==> config.mk <==
export PLATFORM = sky130hd
export DESIGN_NAME = ram74189_scan
export DESIGN_NICKNAME = d
export VERILOG_FILES = /design/src/rtl/ram74189_scan.sv
export SDC_FILE = /design/constraint.sdc
export NUM_CORES = 1
export LEC_CHECK = 0
export CORE_ASPECT_RATIO = 2
export CORE_MARGIN = 1.5
export CORE_UTILIZATION = 45
export CTS_CLUSTER_SIZE = 40
export DETAILED_ROUTE_END_ITERATION = 7
export PLACE_DENSITY = 0.7
export SLEW_MARGIN = 20
export SYNTH_ARGS = -nofsm -noshare
export SYNTH_HDL_FRONTEND = slang
export SYNTH_SLANG_ARGS = --single-unit
export TNS_END_PERCENT = 100
==> constraint.sdc <==
create_clock -name clk -period 3.6 [get_ports clk]
set_clock_uncertainty 0.05 [all_clocks]
set_input_delay 0.54 -clock clk [delete_from_list [all_inputs] [get_ports clk]]
set_output_delay 0.54 -clock clk [all_outputs]
set_load 0.05 [all_outputs]
==> src/rtl/ram74189_scan.sv <==
// ram74189_scan: synchronous DW x 2**AW RAM in the style of the 74189.
// It has an active-low chip select and an active-low write enable, and its read
// data comes out inverted. It also has a hardware zero-fill sweep and an auto-scan
// port that walks the array at a divided rate to feed the 7-segment converters.
//
// Optional build macro RAM74189_PARITY_EN adds one even-parity bit per word,
// the inj_par input and the par_err output.
//
// state | meaning
// IDLE  | CPU access and auto-scan active
// CLEAR | zero-fill sweep, one word per cycle at ptr; CPU and scan frozen

module ram74189_scan #(
  parameter int DW       = 4,
  parameter int AW       = 4,
  parameter int SCAN_DIV = 25_000_000
) (
  input  logic          clk,
  input  logic          reset,
  input  logic          cs_n,
  input  logic          we_n,
  input  logic [AW-1:0] addr,
  input  logic [DW-1:0] data_in,
  input  logic          clear,
  input  logic          scan_en,
`ifdef RAM74189_PARITY_EN
  input  logic          inj_par,
  output logic          par_err,
`endif
  output logic [DW-1:0] data_out_n,
  output logic          rd_valid,
  output logic          busy,
  output logic [AW-1:0] scan_addr,
  output logic [DW-1:0] scan_data,
  output logic          scan_tick
);

  localparam int DEPTH = 2**AW;
  localparam int DIV_W = $clog2(SCAN_DIV);
`ifdef RAM74189_PARITY_EN
  localparam int MW = DW + 1;
`else
  localparam int MW = DW;
`endif

  localparam logic [0:0] IDLE  = 1'b0;
  localparam logic [0:0] CLEAR = 1'b1;

  logic [0:0]       state;
  logic [AW-1:0]    ptr;
  logic [DIV_W-1:0] divider;
  logic [MW-1:0]    mem [DEPTH];
  logic [MW-1:0]    wr_word;

  logic in_idle;
  logic start_clear;
  logic do_wr;
  logic do_rd;
  logic scan_run;

  // A clear pulse owns its cycle: no CPU access and no scan step alongside it.
  assign in_idle     = (state == IDLE);
  assign start_clear = in_idle && clear;
  assign do_wr       = in_idle && !clear && !cs_n && !we_n;
  assign do_rd       = in_idle && !clear && !cs_n && we_n;
  assign scan_run    = in_idle && !clear && scan_en;
  assign busy        = (state == CLEAR);

`ifdef RAM74189_PARITY_EN
  assign wr_word = {(^data_in) ^ inj_par, data_in};
`else
  assign wr_word = data_in;
`endif

  // Sequencer for the clear sweep. Reset aborts the sweep and leaves the words already cleared at zero.
  always_ff @(posedge clk) begin
    if (reset) begin
      state <= IDLE;
      ptr   <= '0;
    end else begin
      case (state)
        IDLE: begin
          if (start_clear) begin
            state <= CLEAR;
            ptr   <= '0;
          end
        end
        CLEAR: begin
          ptr <= ptr + 1'b1;
          if (ptr == AW'(DEPTH - 1)) state <= IDLE;
        end
        default: state <= IDLE;
      endcase
    end
  end

  // Storage array. It is deliberately not reset, so the sweep writes '0, which also carries good parity.
  always_ff @(posedge clk) begin
    if (!reset) begin
      if (state == CLEAR) mem[ptr] <= '0;
      else if (do_wr)     mem[addr] <= wr_word;
    end
  end

  // CPU read port. A read returns the inverted word one cycle later, and data_out_n holds its value otherwise.
  always_ff @(posedge clk) begin
    if (reset) begin
      data_out_n <= '1;
      rd_valid   <= 1'b0;
`ifdef RAM74189_PARITY_EN
      par_err    <= 1'b0;
`endif
    end else begin
      rd_valid <= do_rd;
      if (do_rd) data_out_n <= ~mem[addr][DW-1:0];
`ifdef RAM74189_PARITY_EN
      par_err  <= do_rd & (^mem[addr]);
`endif
    end
  end

  // Auto-scan: the divider advances scan_addr every SCAN_DIV cycles, and scan_data follows the array on every cycle.
  always_ff @(posedge clk) begin
    if (reset) begin
      divider   <= '0;
      scan_addr <= '0;
      scan_data <= '0;
      scan_tick <= 1'b0;
    end else begin
      scan_data <= mem[scan_addr][DW-1:0];
      scan_tick <= 1'b0;
      if (scan_run) begin
        if (divider == DIV_W'(SCAN_DIV - 1)) begin
          divider   <= '0;
          scan_addr <= scan_addr + 1'b1;
          scan_tick <= 1'b1;
        end else begin
          divider <= divider + 1'b1;
        end
      end else if (in_idle && !scan_en) begin
        divider <= '0;
      end
    end
  end

endmodule

---- Yosys cells after proc, flatten, opt, wreduce, memory -nomap -nowiden ----
Memory sizes are Yosys's and may differ from the RTL's. A register that Yosys moved wholly into a read port is not among the register bits.
Index checks and enable logic that the tools add are counted.
Widths: inputs -> output; s select.
operators by class
  add/sub/neg operators ................... 3
  equality and inequality tests ........... 3
  multiplexer cells ....................... 19
  bitwise logic cells ..................... 3
  reduce and logical (&&, ||, !) cells .... 15
operators with widths
  operator               number
  $mux 25                3
  $add 25x1->25 const B  1
  $eq 25x25->1 const B   1
  $mux 4                 3
  $mux 1                 11
  $add 4x1->4 const B    2
  $pmux 4 s2             1
  $logic_and 1x1->1      7
  $eq 4x4->1 const B     1
  $logic_not 1->1        4
  $not 4->4              1
  $reduce_or 4->1        1
  $ne 2x1->1 const B     1
  $not 1->1              2
  $pmux 1 s2             1
  $reduce_and 2->1       1
  $reduce_bool 2->1      1
  $reduce_or 2->1        1
storage, ports and cells
  bits in registers ....................... 40
  bits in writable memories ............... 64
  output and inout port bits .............. 15
  word-level logic and storage cells ...... 51
  memories ................................ 1
memory list
  name  words  bits a word  rd ports  clocked after Yosys merged registers in  wr ports  RTL line  RTL
  mem   16     4            2         1                                        1         52        logic [MW-1:0] mem [DEPTH];

---- Longest topological paths before layout ----
Gate-level depths: netlist of the first run.
  word-level depth ........................ 10
  gate-level depth with buffers ........... 7

---- Worst setup path before layout of the first run ----
OpenSTA, ideal clock, no wires.
  path type ............................... reg-to-reg
  from .................................... register state, in the netlist busy
  to ...................................... memory mem[1][0] (netlist bit) (enable)
  arrival ................................. 2.140 ns
  path slack .............................. 1.081 ns
  cell stages (with the launch flop) ...... 7
  buffers on the path ..................... 1
  cell sequence ........................... dfxtp_1 nor2_1 or4b_2 clkbuf_1 nor3b_1 a31oi_1 nor2_1
between the ends
  word-level cells in the longest chain between the ends .. 10
  elaborated cells on any way between the ends .. 14
  those cells by class .................... mux: 9; bitwise: 1; reduce/logical: 4
ends and longest elaborated chain
  what                                        RTL line  RTL
  from (decl)                                 49        logic [0:0] state;
  from (signal assigned)                      78        state <= IDLE;
  from (signal assigned)                      84        state <= CLEAR;
  from (signal assigned)                      90        if (ptr == AW'(DEPTH - 1)) state <= IDLE;
  $not 1->1                                   -
  $logic_and 1x1->1 (3 in a row)              64        assign do_wr = in_idle && !clear && !cs_n && !we_n;
  $mux 1                                      101       else if (do_wr) mem[addr] <= wr_word;
  $mux 1                                      100       if (state == CLEAR) mem[ptr] <= '0;
  $mux 1                                      99        if (!reset) begin
  $mux 1 (implied by the code)                101
  $reduce_or 4->1 (no line)                   -
  $mux 4 (no line) or $mux 1 (tied branches)  -
  to (decl)                                   52
Several ways; a longest one is shown, not always the timed one.

---- Worst setup path in the final report of the first run ----
  from .................................... input clear
  to ...................................... memory mem[8][3] (netlist bit) (enable)
between the ends
  word-level cells in the longest chain between the ends .. 10
  elaborated cells on any way between the ends .. 11
  those cells by class .................... mux: 6; reduce/logical: 5
ends and longest elaborated chain
  what                                        RTL line  RTL
  from (decl)                                 24        input logic clear,
  $logic_not 1->1 (*)                         64
  $logic_and 1x1->1 (*) (3 in a row)          64
  $mux 1 (*)                                  101
  $mux 1 (*)                                  100
  $mux 1 (*)                                  99
  $mux 1 (implied by the code) (*)            101
  $reduce_or 4->1 (no line)                   -
  $mux 4 (no line) or $mux 1 (tied branches)  -
Mark *: on every way between the ends. The rest lies on a longest branch, timed or not.

==> results_tabular.tex, run 1 <==
\begin{tabular}{lr}
\hline
Metric & Value \\
\hline
\multicolumn{2}{l}{\textbf{Synth}} \\
\quad Top cell type by total area after synthesis & edfxtp\_1 \\
\quad Most instantiated library cell after synthesis & edfxtp\_1 \\
\quad Post-synthesis instance area & 5270 um\^{}2 \\
\quad Share of the synthesized area in the top cell type & 36.4\% \\
\quad Share of flip-flops with an asynchronous set or reset & 0\% \\
\quad Post-Syn Instances & 422 \\
\quad Synth Warn \# & 0 \\
\quad Syn Area/Cell & 12.5 um\^{}2 \\
\quad Synth top area cells & edfxtp\_1 (36\%), dfxtp\_1 (17\%), mux4\_2 (15\%) \\
\quad Sequential cell area fraction in the yosys report & about 53\% \\
\quad Number of synthesized flops with an enable pin & 64 \\
\quad Number of distinct standard cells referenced by the synthesized netlist & 57 \\
\quad Post-synth top flop & edfxtp\_1 \\
\quad Synthesized netlist net count & $\sim$440 \\
\quad Number of synthesized register bits & approximately 110 \\
\quad Commonest cells in the netlist & edfxtp\_1 (64), dfxtp\_1 (44), nor2\_1 (40), mux4\_2 (36), nand2\_1 (31) \\
\multicolumn{2}{l}{\textbf{Timing}} \\
\quad Tightest Pin Transition & 950 ps \\
\quad Setup TNS & 0 ps \\
\quad Relative max-transition margin & 35.8\% \\
\quad Worst hold slack after final layout & approximately 450 ps \\
\quad Min Clock Period, post-route & 2800 ps \\
\quad Setup violation total in the final timing report & 0 \\
\quad Final Max Slew Viols & 0 \\
\quad Hold Violations, Final & 0 \\
\quad Fmax & 357 MHz \\
\quad Final Cycle Share & 77.8\% \\
\quad RSZ-0062 raised after global routing & no \\
\multicolumn{2}{l}{\textbf{Layout}} \\
\quad Area of all placed cells without fillers & approximately 5900 um\^{}2 \\
\quad \# diodes & 0 \\
\quad Final cell utilization of the core & 52.4\% \\
\quad Fin nets & 462 \\
\quad Area growth from synthesis to layout & 12.8\% \\
\quad Share of cells above drive strength 1 & 17.1\% \\
\multicolumn{2}{l}{\textbf{Power}} \\
\quad Highest ir drop seen on vdd & 0.248 mV \\
\quad PD cells & around 410 nW/um\^{}2 \\
\quad Cell leakage power & 1.95 nW \\
\multicolumn{2}{l}{\textbf{Clock tree}} \\
\quad Clock sink count & 108 \\
\quad Post-cts hold buffer count & 0 \\
\quad Clock-pin slew of the registers on the worst-case setup and hold paths & 70 ps \\
\quad Clk Latency, worst-skew pair & 360 ps \\
\quad Clock tree from TritonCTS & done \\
\quad Inserted Clock Buffers & 9 \\
\quad Post-CTS repair timing setup buffer count & 0 \\
\quad PostCTS Resize Cnt & 0 \\
\quad Maximum level of the CTS H-tree & 3 \\
\quad Clock Tree Buf Depth & 2 \\
\quad Clock tree root driver cell & clkbuf\_16 \\
\multicolumn{2}{l}{\textbf{Critical path}} \\
\quad Worst Setup End Kind & register \\
\quad Delay contributed by the slowest stage of the critical path & roughly 750 ps \\
\quad Kind of critical path & in -> reg \\
\quad Cell depth of the worst flop-to-flop path & 6 \\
\quad Required time of the critical path & between 3000 and 4000 ps \\
\quad Reg-to-reg critical path startpoint & divider[0] \\
\quad Flop-to-flop setup slack & 1020 ps \\
\quad Worst Path Arrival & 2820 ps \\
\quad Startpoint type of the worst setup path & primary input \\
\quad Reg2Reg Capture Point & scan\_addr[3] \\
\quad Most common cell on crit path & nor2\_1 \\
\quad Maximum net fanout on the critical path & 9 \\
\quad Worst path cell trace & clkdlybuf4s50\_1 -> nor2\_1 -> or4b\_2 -> a31oi\_1 -> nor2\_1 \\
\quad Worst-path cell with the longest stage delay & or4b\_2 \\
\multicolumn{2}{l}{\textbf{Worst hold path}} \\
\quad Hold worst-path end & divider[12] \\
\quad Worst Hold Launch & divider[12] \\
\quad Kind of path behind the tightest hold check & reg -> reg \\
\quad Number of stages on the worst hold path & 1 \\
\multicolumn{2}{l}{\textbf{Floorplanning}} \\
\quad Number of top-level design ports & 29 \\
\quad Core Box Area & 11,400 um\^{}2 \\
\quad Die height & 156 um \\
\quad Rows & 55 \\
\quad Effective utilization at floorplan & 46.4\% \\
\quad Die area & 12,400 um\^{}2 \\
\quad Die X-Extent & 79.5 um \\
\multicolumn{2}{l}{\textbf{GRT}} \\
\quad Number of global-route vias before repair & 3,820 \\
\quad Total track usage & 23.0\% \\
\quad Pin count of the biggest net entering global routing & 38 \\
\quad First-pass GRT wire length & 20,500 um \\
\quad Number of antenna violations at the first check in global routing & 0 \\
\quad Remaining global-route overflow & 0 \\
\multicolumn{2}{l}{\textbf{Job}} \\
\quad Number of maximum-capacitance constraint violations & 0 \\
\multicolumn{2}{l}{\textbf{Place}} \\
\quad Routability congestion estimate from global placement & 0.943 \\
\quad DP HPWL & between 10,000 and 15,000 um \\
\quad Number of port buffers & 28 \\
\quad Post-detailed-placement cell area & 5650 um\^{}2 \\
\multicolumn{2}{l}{\textbf{Detailed routing}} \\
\quad Antenna violation net count after detailed routing & 0 \\
\quad Total via count after detailed routing & 3,699 \\
\quad First-pass DRT Iterations & 5 \\
\quad DRC violations left & 0 \\
\quad Post-Route WL & roughly 13,000 um \\
\quad Routed WL per cell & 22.4 um \\
\quad Routed via count divided by cell count & 6.26 \\
\quad Drt first-iter violations & 252 \\
\multicolumn{2}{l}{\textbf{Outcome}} \\
\quad Status & finished clean \\
\hline
\end{tabular}
routing by layer:
metal	up-vias	global-route usage [%]	routed length (um)
li1	1682	-	-
met3	51	4.68	617
met1	1823	20.2	4030
met4	0	17.7	1040
met2	143	43.2	7560
met5	-	0	0
placed cells by master (no fill, tap or decap), drive strengths merged, types with 9 or more instances in the layout:
| master | synthesis | final |
|---|---|---|
| and2 | 11 | 11 |
| buf | 9 | 10 |
| clkbuf | 17 | 9 |
| dfxtp | 44 | 44 |
| mux4 | 36 | 36 |
| a21oi | 23 | 23 |
| nand3 | 28 | 28 |
| nor3 | 13 | 13 |
| nor2 | 40 | 40 |
| a31oi | 20 | 20 |
| clkdlybuf4s50 | 0 | 28 |
| nand2 | 31 | 31 |
| edfxtp | 64 | 64 |
through the flow:
step | power, W | setup slack, ps | cells
2_1_floorplan | 0.00143 | 1080 | 422
3_3_place_gp | 0.00148 | 530 | 576
3_5_place_dp | 0.00148 | 507 | 576
4_1_cts | 0.00246 | 878 | 591
5_1_grt | 0.00252 | 697 | 591
6_report | 0.00246 | 798 | 591
registers in the layout, indices dropped and copies added, names as in the netlist, 4 cells and up:
name        count
scan_addr       4
data_out_n      4
ptr             4
divider        25
scan_data       4
mem            64
cell families (layout without fill, tap and decap cells):
kind of cell	count (synthesis)	count (layout)	synth area share (%)
and+or+nand+nor	166	166	17.1
DFF	108	108	53.2
xor gates and xnor gates	2	2	0.332
muxes	44	44	17.0
buffers and inverters	32	59	3.56
adders and majority gates	3	3	0.712
AOI/OAI and AO/OA	67	67	8.09
critical path: cells and delay by family:
kind | cells | cell delay (ps)
buffers and inverters | 1 | 530
AO/OA/AOI/OAI | 1 | 590
AND/OR/NAND/NOR | 3 | 1160
power breakdown:
part	switching (W)	internal, W	leakage, nW
logic	0.0000858	0.0000568	0.817
clock network	0.000455	0.000543	0.144
registers	0.00000943	0.00130	0.985
total	0.000551	0.00190	1.95
area by class of cell:
type                            count  area [um^2]
Clock buffer                        9          225
Clock inverter                      6         72.6
Fill cell                         969         5410
Inverter                            6         22.5
Multi-Input combinational cell    282         2290
Sequential cell                   108         2800
Tap cell                          142          178
Timing Repair Buffer               38          355
worst max path at each step:
| stage | startpoint | endpoint | slack, ps | cells after the start |
|---|---|---|---|---|
| 4_1_cts | clear | mem[8][3] | 880 | 5 |
| 5_1_grt | clear | mem[1][0] | 700 | 6 |
| 2_1_floorplan | busy | mem[1][0] | 1080 | 6 |
| 6_report | clear | mem[8][3] | 800 | 5 |
| 3_5_place_dp | clear | mem[4][2] | 510 | 5 |
| 3_3_place_gp | clear | mem[0][2] | 530 | 5 |
Note: power is estimated with default switching activity, not from simulation.
==> run 2: changes to the inputs <==
PLACE_DENSITY = 0.72   (was 0.7)
clock period = 2.35 ns   (was 3.6 ns; I/O delays follow)
==> run 2 against run 1 <==
  * Clock power rose by 50%
  * Largest cell class unchanged
  * Routed wire length rose by 2.0%
  * Worst hold slack got worse by 16 ps
  * First-iteration DRC count fell by 14%
  * Sequential power rose by 53%
  * Critical path depth rose by 2
  * Critical path type unchanged
==> results_tabular.tex, run 2 (same netlist as run 1, synthesis figures left out) <==
\begin{tabular}{lr}
\hline
Metric & Value \\
\hline
\multicolumn{2}{l}{\textbf{Layout}} \\
\quad Flip-flop count of the largest register, all copies and words added & 64 (unchanged) \\
\quad Top Registers & mem: 64 flops, divider: 25 flops (unchanged) \\
\quad Multi-input gate area in the final layout & 2380 um\^{}2 (was 2290 um\^{}2) \\
\quad Area of all placed cells without fillers & 6470 um\^{}2 (was 5950 um\^{}2) \\
\quad Share of cells above drive strength 1 & 28.5\% (was 17.1\%) \\
\quad Most frequent standard cell in the layout excluding fill and tap cells & edfxtp\_1 (unchanged) \\
\quad Area growth from synthesis to layout & 22.7\% (was 12.8\%) \\
\quad Fin nets & 506 (was 462) \\
\quad Fill cells & 924 (was 969) \\
\quad \# diodes & 0 (unchanged) \\
\quad Final cell utilization of the core & 57.0\% (was 52.4\%) \\
\quad Most frequent cells in the layout & edfxtp\_1 (64), buf\_4 (48), dfxtp\_1 (43) (was edfxtp\_1 (64), dfxtp\_1 (44), nor2\_1 (40)) \\
\quad Area used by sequential logic in the layout & 2800 um\^{}2 (about the same) \\
\quad Fin cells & 636 (was 591) \\
\quad Register with the most flip-flops & mem (unchanged) \\
\multicolumn{2}{l}{\textbf{Critical path}} \\
\quad Flop-to-flop setup slack & 150 ps (was 1020 ps) \\
\quad Required time of the critical path & 2380 ps (was 3620 ps) \\
\quad Maximum net fanout on the critical path & 5 (was 9) \\
\quad Reg-to-reg critical path startpoint & divider[1] (was divider[0]) \\
\quad Worst Setup End Kind & register (unchanged) \\
\quad Startpoint type of the worst setup path & primary input (unchanged) \\
\quad Worst Path Arrival & 2320 ps (was 2820 ps) \\
\quad Kind of critical path & in -> reg (unchanged) \\
\quad Reg2Reg Capture Point & scan\_addr[2] (was scan\_addr[3]) \\
\quad Cell depth of the worst flop-to-flop path & 8 (was 6) \\
\multicolumn{2}{l}{\textbf{Place}} \\
\quad Post-detailed-placement cell area & 6070 um\^{}2 (was 5650 um\^{}2) \\
\quad Routability congestion estimate from global placement & 0.939 (was 0.943) \\
\quad Number of port buffers & 28 (unchanged) \\
\quad Instance count after placement with tap cells included & 619 (was 576) \\
\quad DP HPWL & 10,400 um (was 10,300 um) \\
\multicolumn{2}{l}{\textbf{Timing}} \\
\quad Tightest Pin Transition & 552 ps (was 950 ps) \\
\quad Final Max Slew Viols & 0 (unchanged) \\
\quad Setup TNS & 0 ps (unchanged) \\
\quad Setup violation total in the final timing report & 0 (unchanged) \\
\quad Final Cycle Share & 97.5\% \\
\quad Hold Violations, Final & 0 (unchanged) \\
\quad RSZ-0062 raised after global routing & no (unchanged) \\
\quad Min Clock Period, post-route & 2290 ps \\
\quad Worst hold slack after final layout & 432 ps (was 447 ps) \\
\quad Fmax & 436 MHz \\
\quad Relative max-transition margin & 62.9\% (was 35.8\%) \\
\multicolumn{2}{l}{\textbf{Worst hold path}} \\
\quad Hold worst-path end & divider[24] (was divider[12]) \\
\quad Kind of path behind the tightest hold check & reg -> reg (unchanged) \\
\quad Number of stages on the worst hold path & 1 (unchanged) \\
\quad Worst Hold Launch & divider[24] (was divider[12]) \\
\multicolumn{2}{l}{\textbf{Job}} \\
\quad Number of maximum-capacitance constraint violations & 0 (unchanged) \\
\multicolumn{2}{l}{\textbf{Floorplanning}} \\
\quad Die area & 12,400 um\^{}2 (unchanged) \\
\quad Number of top-level design ports & 29 (unchanged) \\
\quad Effective utilization at floorplan & 46.4\% (unchanged) \\
\quad Die X-Extent & 79.5 um (unchanged) \\
\quad Die height & 156 um (unchanged) \\
\quad Core Box Area & 11,400 um\^{}2 (unchanged) \\
\quad Rows & 55 (unchanged) \\
\multicolumn{2}{l}{\textbf{Detailed routing}} \\
\quad Routed WL per cell & 21.2 um (was 22.4 um) \\
\quad Total via count after detailed routing & 3,866 (was 3,699) \\
\quad First-pass DRT Iterations & 7 (was 5) \\
\quad Post-Route WL & 13,500 um (was 13,200 um) \\
\quad Antenna violation net count after detailed routing & 0 (unchanged) \\
\quad DRC violations left & 0 (unchanged) \\
\quad Drt first-iter violations & 217 (was 252) \\
\quad Routed via count divided by cell count & 6.08 (was 6.26) \\
\multicolumn{2}{l}{\textbf{GRT}} \\
\quad First-pass GRT wire length & 21,400 um (was 20,500 um) \\
\quad Remaining global-route overflow & 0 (unchanged) \\
\quad Most heavily used metal layer in global routing & met2 (unchanged) \\
\quad Fraction of met1 tracks used by global routing & 22.6\% (was 20.2\%) \\
\quad Number of antenna violations at the first check in global routing & 0 (unchanged) \\
\quad Number of global-route vias before repair & 4,059 (was 3,820) \\
\quad Met2 usage in global routing & 44.0\% (was 43.2\%) \\
\quad GR Util met3 & 3.92\% (was 4.68\%) \\
\quad Total track usage & 23.8\% (was 23.0\%) \\
\quad Pin count of the biggest net entering global routing & 37 (was 38) \\
\multicolumn{2}{l}{\textbf{Outcome}} \\
\quad Status & finished clean (unchanged) \\
\multicolumn{2}{l}{\textbf{Power}} \\
\quad Highest ir drop seen on vdd & 0.436 mV (was 0.248 mV) \\
\quad PD cells & 585 nW/um\^{}2 (was 413 nW/um\^{}2) \\
\quad Cell leakage power & 2.21 nW (was 1.95 nW) \\
\multicolumn{2}{l}{\textbf{Clock tree}} \\
\quad Inserted Clock Buffers & 9 (unchanged) \\
\quad Clock tree root driver cell & clkbuf\_16 (unchanged) \\
\quad Clock tree from TritonCTS & done (unchanged) \\
\quad Clk Latency, worst-skew pair & 360 ps (about the same) \\
\quad Maximum level of the CTS H-tree & 3 (unchanged) \\
\quad Clock-pin slew of the registers on the worst-case setup and hold paths & 80 ps (was 70 ps) \\
\quad Clock sink count & 108 (unchanged) \\
\quad Clock Tree Buf Depth & 2 (unchanged) \\
\hline
\end{tabular}
run 2: cell types whose count changed in the layout (fill, tap and decap cells not counted), moves of 2 or more:
cell             previous run  this run
buf_4                      10        48
nor2_1                     40        30
buf_12                      0         8
nor2_2                      0         6
nor2_4                      0         4
inv_6                       1         4
a21oi_1                    23        21
a21oi_2                     0         2
clkdlybuf4s50_1            28        26
clkinv_8                    0         2
run 2: repair_timing:
item	CTS	global route
setup endpoints to repair	48	18
buffers inserted	0	1
pin swaps	0	0
gates resized for setup	19	2
hold buffers	0	0
run 2: power breakdown:
| group | internal, W | leakage (nW) | switching (W) |
|---|---|---|---|
| clock | 0.000755 | 0.147 | 0.000749 |
| combinational | 0.000122 | 1.07 | 0.000154 |
| sequential | 0.00200 | 0.985 | 0.00000828 |
run 2: how the worst max path moves through the flow:
stage | from | end | slack [ps]
global route | reset | mem[11][3] | 6
CTS | reset | mem[11][3] | 70
floorplan | scan_addr[0] | scan_data[0] | 20
global placement | clear | mem[14][3] | -370
detailed placement | clear | mem[13][2] | -490
finish | reset | mem[11][3] | 60
run 2: layout make-up:
class                           instances  area share, %
Clock buffer                            9           3.48
Clock inverter                          7           1.18
Inverter                                6          0.348
Multi-Input combinational cell        282           36.8
Sequential cell                       108           43.3
Tap cell                              142           2.75
Timing Repair Buffer                   82           12.1
run 2: stage by stage:
stage / setup slack, ps / power (W)
floorplan: 21.7 / 0.00219
CTS: 67.9 / 0.00381
global placement: -365 / 0.00231
global route: 6.49 / 0.00391
detailed placement: -489 / 0.00231
finish: 58.7 / 0.00378
run 2: worst max-delay path, stage by stage:
cell	delay (ps)
clkdlybuf4s50_1	490
or4b_4	560
buf_4	190
nor2_2	220
a22oi_2	150
nor2_1	180
buf_4	160
run 2: layer usage:
| layer | routed length [um] | vias to the layer above | share of wire, % |
|---|---|---|---|
| met5 | 0 | - | 0 |
| li1 | - | 1777 | - |
| met4 | 924 | 0 | 6.8 |
| met1 | 4410 | 1900 | 33 |
| met3 | 567 | 48 | 4.2 |
| met2 | 7620 | 141 | 56 |
==> run 3: changes to the inputs <==
ABC_CLOCK_PERIOD_IN_PS = 2350   (was default)
CAP_MARGIN = 20   (was default)
SLEW_MARGIN = default   (was 20)
==> results of run 3 <==
The final DEF is identical to that of run 2; final timing and power are the same.
==> edit, RTL diff (settings of run 1) <==
Remove the register `scan_data`: a continuous assignment takes its place, so the output `scan_data` follows one clock earlier. Comments in the files are not updated.
--- a/src/rtl/ram74189_scan.sv
+++ b/src/rtl/ram74189_scan.sv
@@ -125,8 +125,6 @@
       divider   <= '0;
       scan_addr <= '0;
-      scan_data <= '0;
       scan_tick <= 1'b0;
     end else begin
-      scan_data <= mem[scan_addr][DW-1:0];
       scan_tick <= 1'b0;
       if (scan_run) begin
@@ -144,4 +142,6 @@
   end
 
+  assign scan_data = mem[scan_addr][DW-1:0];
+
 endmodule
 
Function: changed (a bounded check fails within 4 cycles, from zero or initial values and one cycle with reset high).
==> edit against run 1 <==
Sequential cell count stayed put; setup slack worse by 0.56 ns; critical endpoint is now scan_data[3]; critical path type is now reg -> out; wire length is 8.3% lower; non-clock buffer count is 1 lower; maximum frequency is 17% lower; final cell count is 0.17% lower; design area is 0.48% lower; synthesized area is 1.5% lower; via count is 3.3% lower; total power is 0.44% lower.
==> edit: results (changes against run 1) <==
* Status: completed (unchanged)
* Post-synthesis compound-gate area fraction at 9.25% (was 8.09%)
* Maximum vdd drop at 0.219 mV (was 0.248 mV)
* Worst-path fanout max at 16 (was 9)
* Clock network contribution to total cell area at 5.14% (was 5.01%)
* Unique masters post-synth at 54 (was 57)
* Synth cell count leaders: 64 x edfxtp_1, 45 x nor2_1, 44 x dfxtp_1, 36 x mux4_2, 27 x nand2_1 (was 64 x edfxtp_1, 44 x dfxtp_1, 40 x nor2_1, 36 x mux4_2, 31 x nand2_1)
* Sequential cell area share at 47.4% (was 47.1%)
* Worst reg2reg setup slack at 0.95 ns (was 1.02 ns)
* Invs w/o clock at 9 (was 6)
* Synth Area in XOR/XNOR at 1.69% (was 0.332%)
* DRT iter0 DRCs at 240 (was 252)
* Post-synthesis mux area share at 16.0% (was 17.0%)
* Critical-path top delay cell: dfxtp_1 (was or4b_2)
* P_leak at 1.87 nW (was 1.95 nW)
* Post-route cell area at 5920 µm² (was 5950 µm²)
* Multi-input gates at 278 (was 282)
* Seq/Total Area, Yosys at 54.0% (was 53.2%)
* CP max stage delay at 0.79 ns (was 0.75 ns)
* Post-Synth Adder-Cell Area at 0.723% (was 0.712%)
* CP Capture Point: scan_data[3] (was mem[8][3])
* Via/cell ratio at 6.06 (was 6.26)
* Pre-CTS setup slack at 0.580 ns (was 0.507 ns)
* Fill cell count at 961 (was 969)
* Share of layout cells above drive strength 1 at 15.6% (was 17.1%)
* Crit path max-delay family: multiplexers (was simple AND/OR/NAND/NOR gates)
* Cell Area, Placed at 5610 µm² (was 5650 µm²)
* Depth of the worst register-to-register path at 7 (was 6)
* Wirelength, routed at 12100 µm (was 13200 µm)
* Multi-input logic area at 2250 µm² (was 2290 µm²)
* Vias in the first global route at 3677 (was 3820)
* Global Route Usage Sum at 21.5% (was 23.0%)
* Clk_buf instances at 10 (was 9)
* Routability Congestion at 0.928 (was 0.943)
* Syn nets at 435 (was 439)
* Max-slew headroom at 49.4% (was 35.8%)
* Post-CTS Resized at 0 (unchanged)
* Non-CTS buffers at 37 (was 38)
* Die area at 12200 µm² (was 12400 µm²)
edit: changes by cell type after synthesis, moves of 4 or more:
cell,run 1,this run
a22oi_1,6,13
mux2i_1,6,2
a21oi_1,23,16
xnor2_1,1,6
nand3_1,28,8
nor4_1,1,7
a31oi_1,20,16
nand2_1,31,27
o21ai_0,5,11
nor2_1,40,45
edit: worst reg2reg max path: stages, from the launching register on:
cell,delay [ns]
dfxtp_1,0.43
ha_1,0.25
nand3_1,0.39
nor4_2,0.59
a211oi_2,0.13
buf_4,0.23
and3_2,0.21
a221o_1,0.26
edit: kinds of logic (layout without fill, tap and decap cells):
kind of cell | count (synthesis) | count (layout)
and+or+nand+nor | 154 | 154
DFF | 108 | 108
muxes | 38 | 38
adders and majority gates | 3 | 3
xor gates and xnor gates | 10 | 10
AOI/OAI and AO/OA | 73 | 73
buffers and inverters | 32 | 62
edit: metal layers:
layer,share of wire [%],wire length (µm),GRT usage [%],up-vias
met4,4.8,580,11.8,0
met1,33,4010,21.3,1732
li1,-,-,-,1687
met3,4.1,498,3.58,34
met5,0,0,0,-
met2,58,7060,41.0,124
edit: worst min path at each step:
stage,from,to,slack [ns],cells past startpoint
final,divider[24],divider[24],0.41,1
after global placement,divider[24],divider[24],0.40,1
after CTS,divider[24],divider[24],0.41,1
after floorplan,divider[24],divider[24],0.38,1
after global routing,divider[24],divider[24],0.45,1
after detailed placement,divider[24],divider[24],0.40,1
edit: stage by stage:
stage	hold slack, ns	std cells
finish	0.408	590
global route	0.454	590
CTS	0.410	590
detailed placement	0.399	574
global placement	0.400	574
floorplan	0.381	418
edit: power breakdown:
group	internal (mW)	switching, mW
Clock	0.511	0.463
Sequential	1.30	0.0105
Combinational	0.0625	0.0936
Total	1.88	0.567
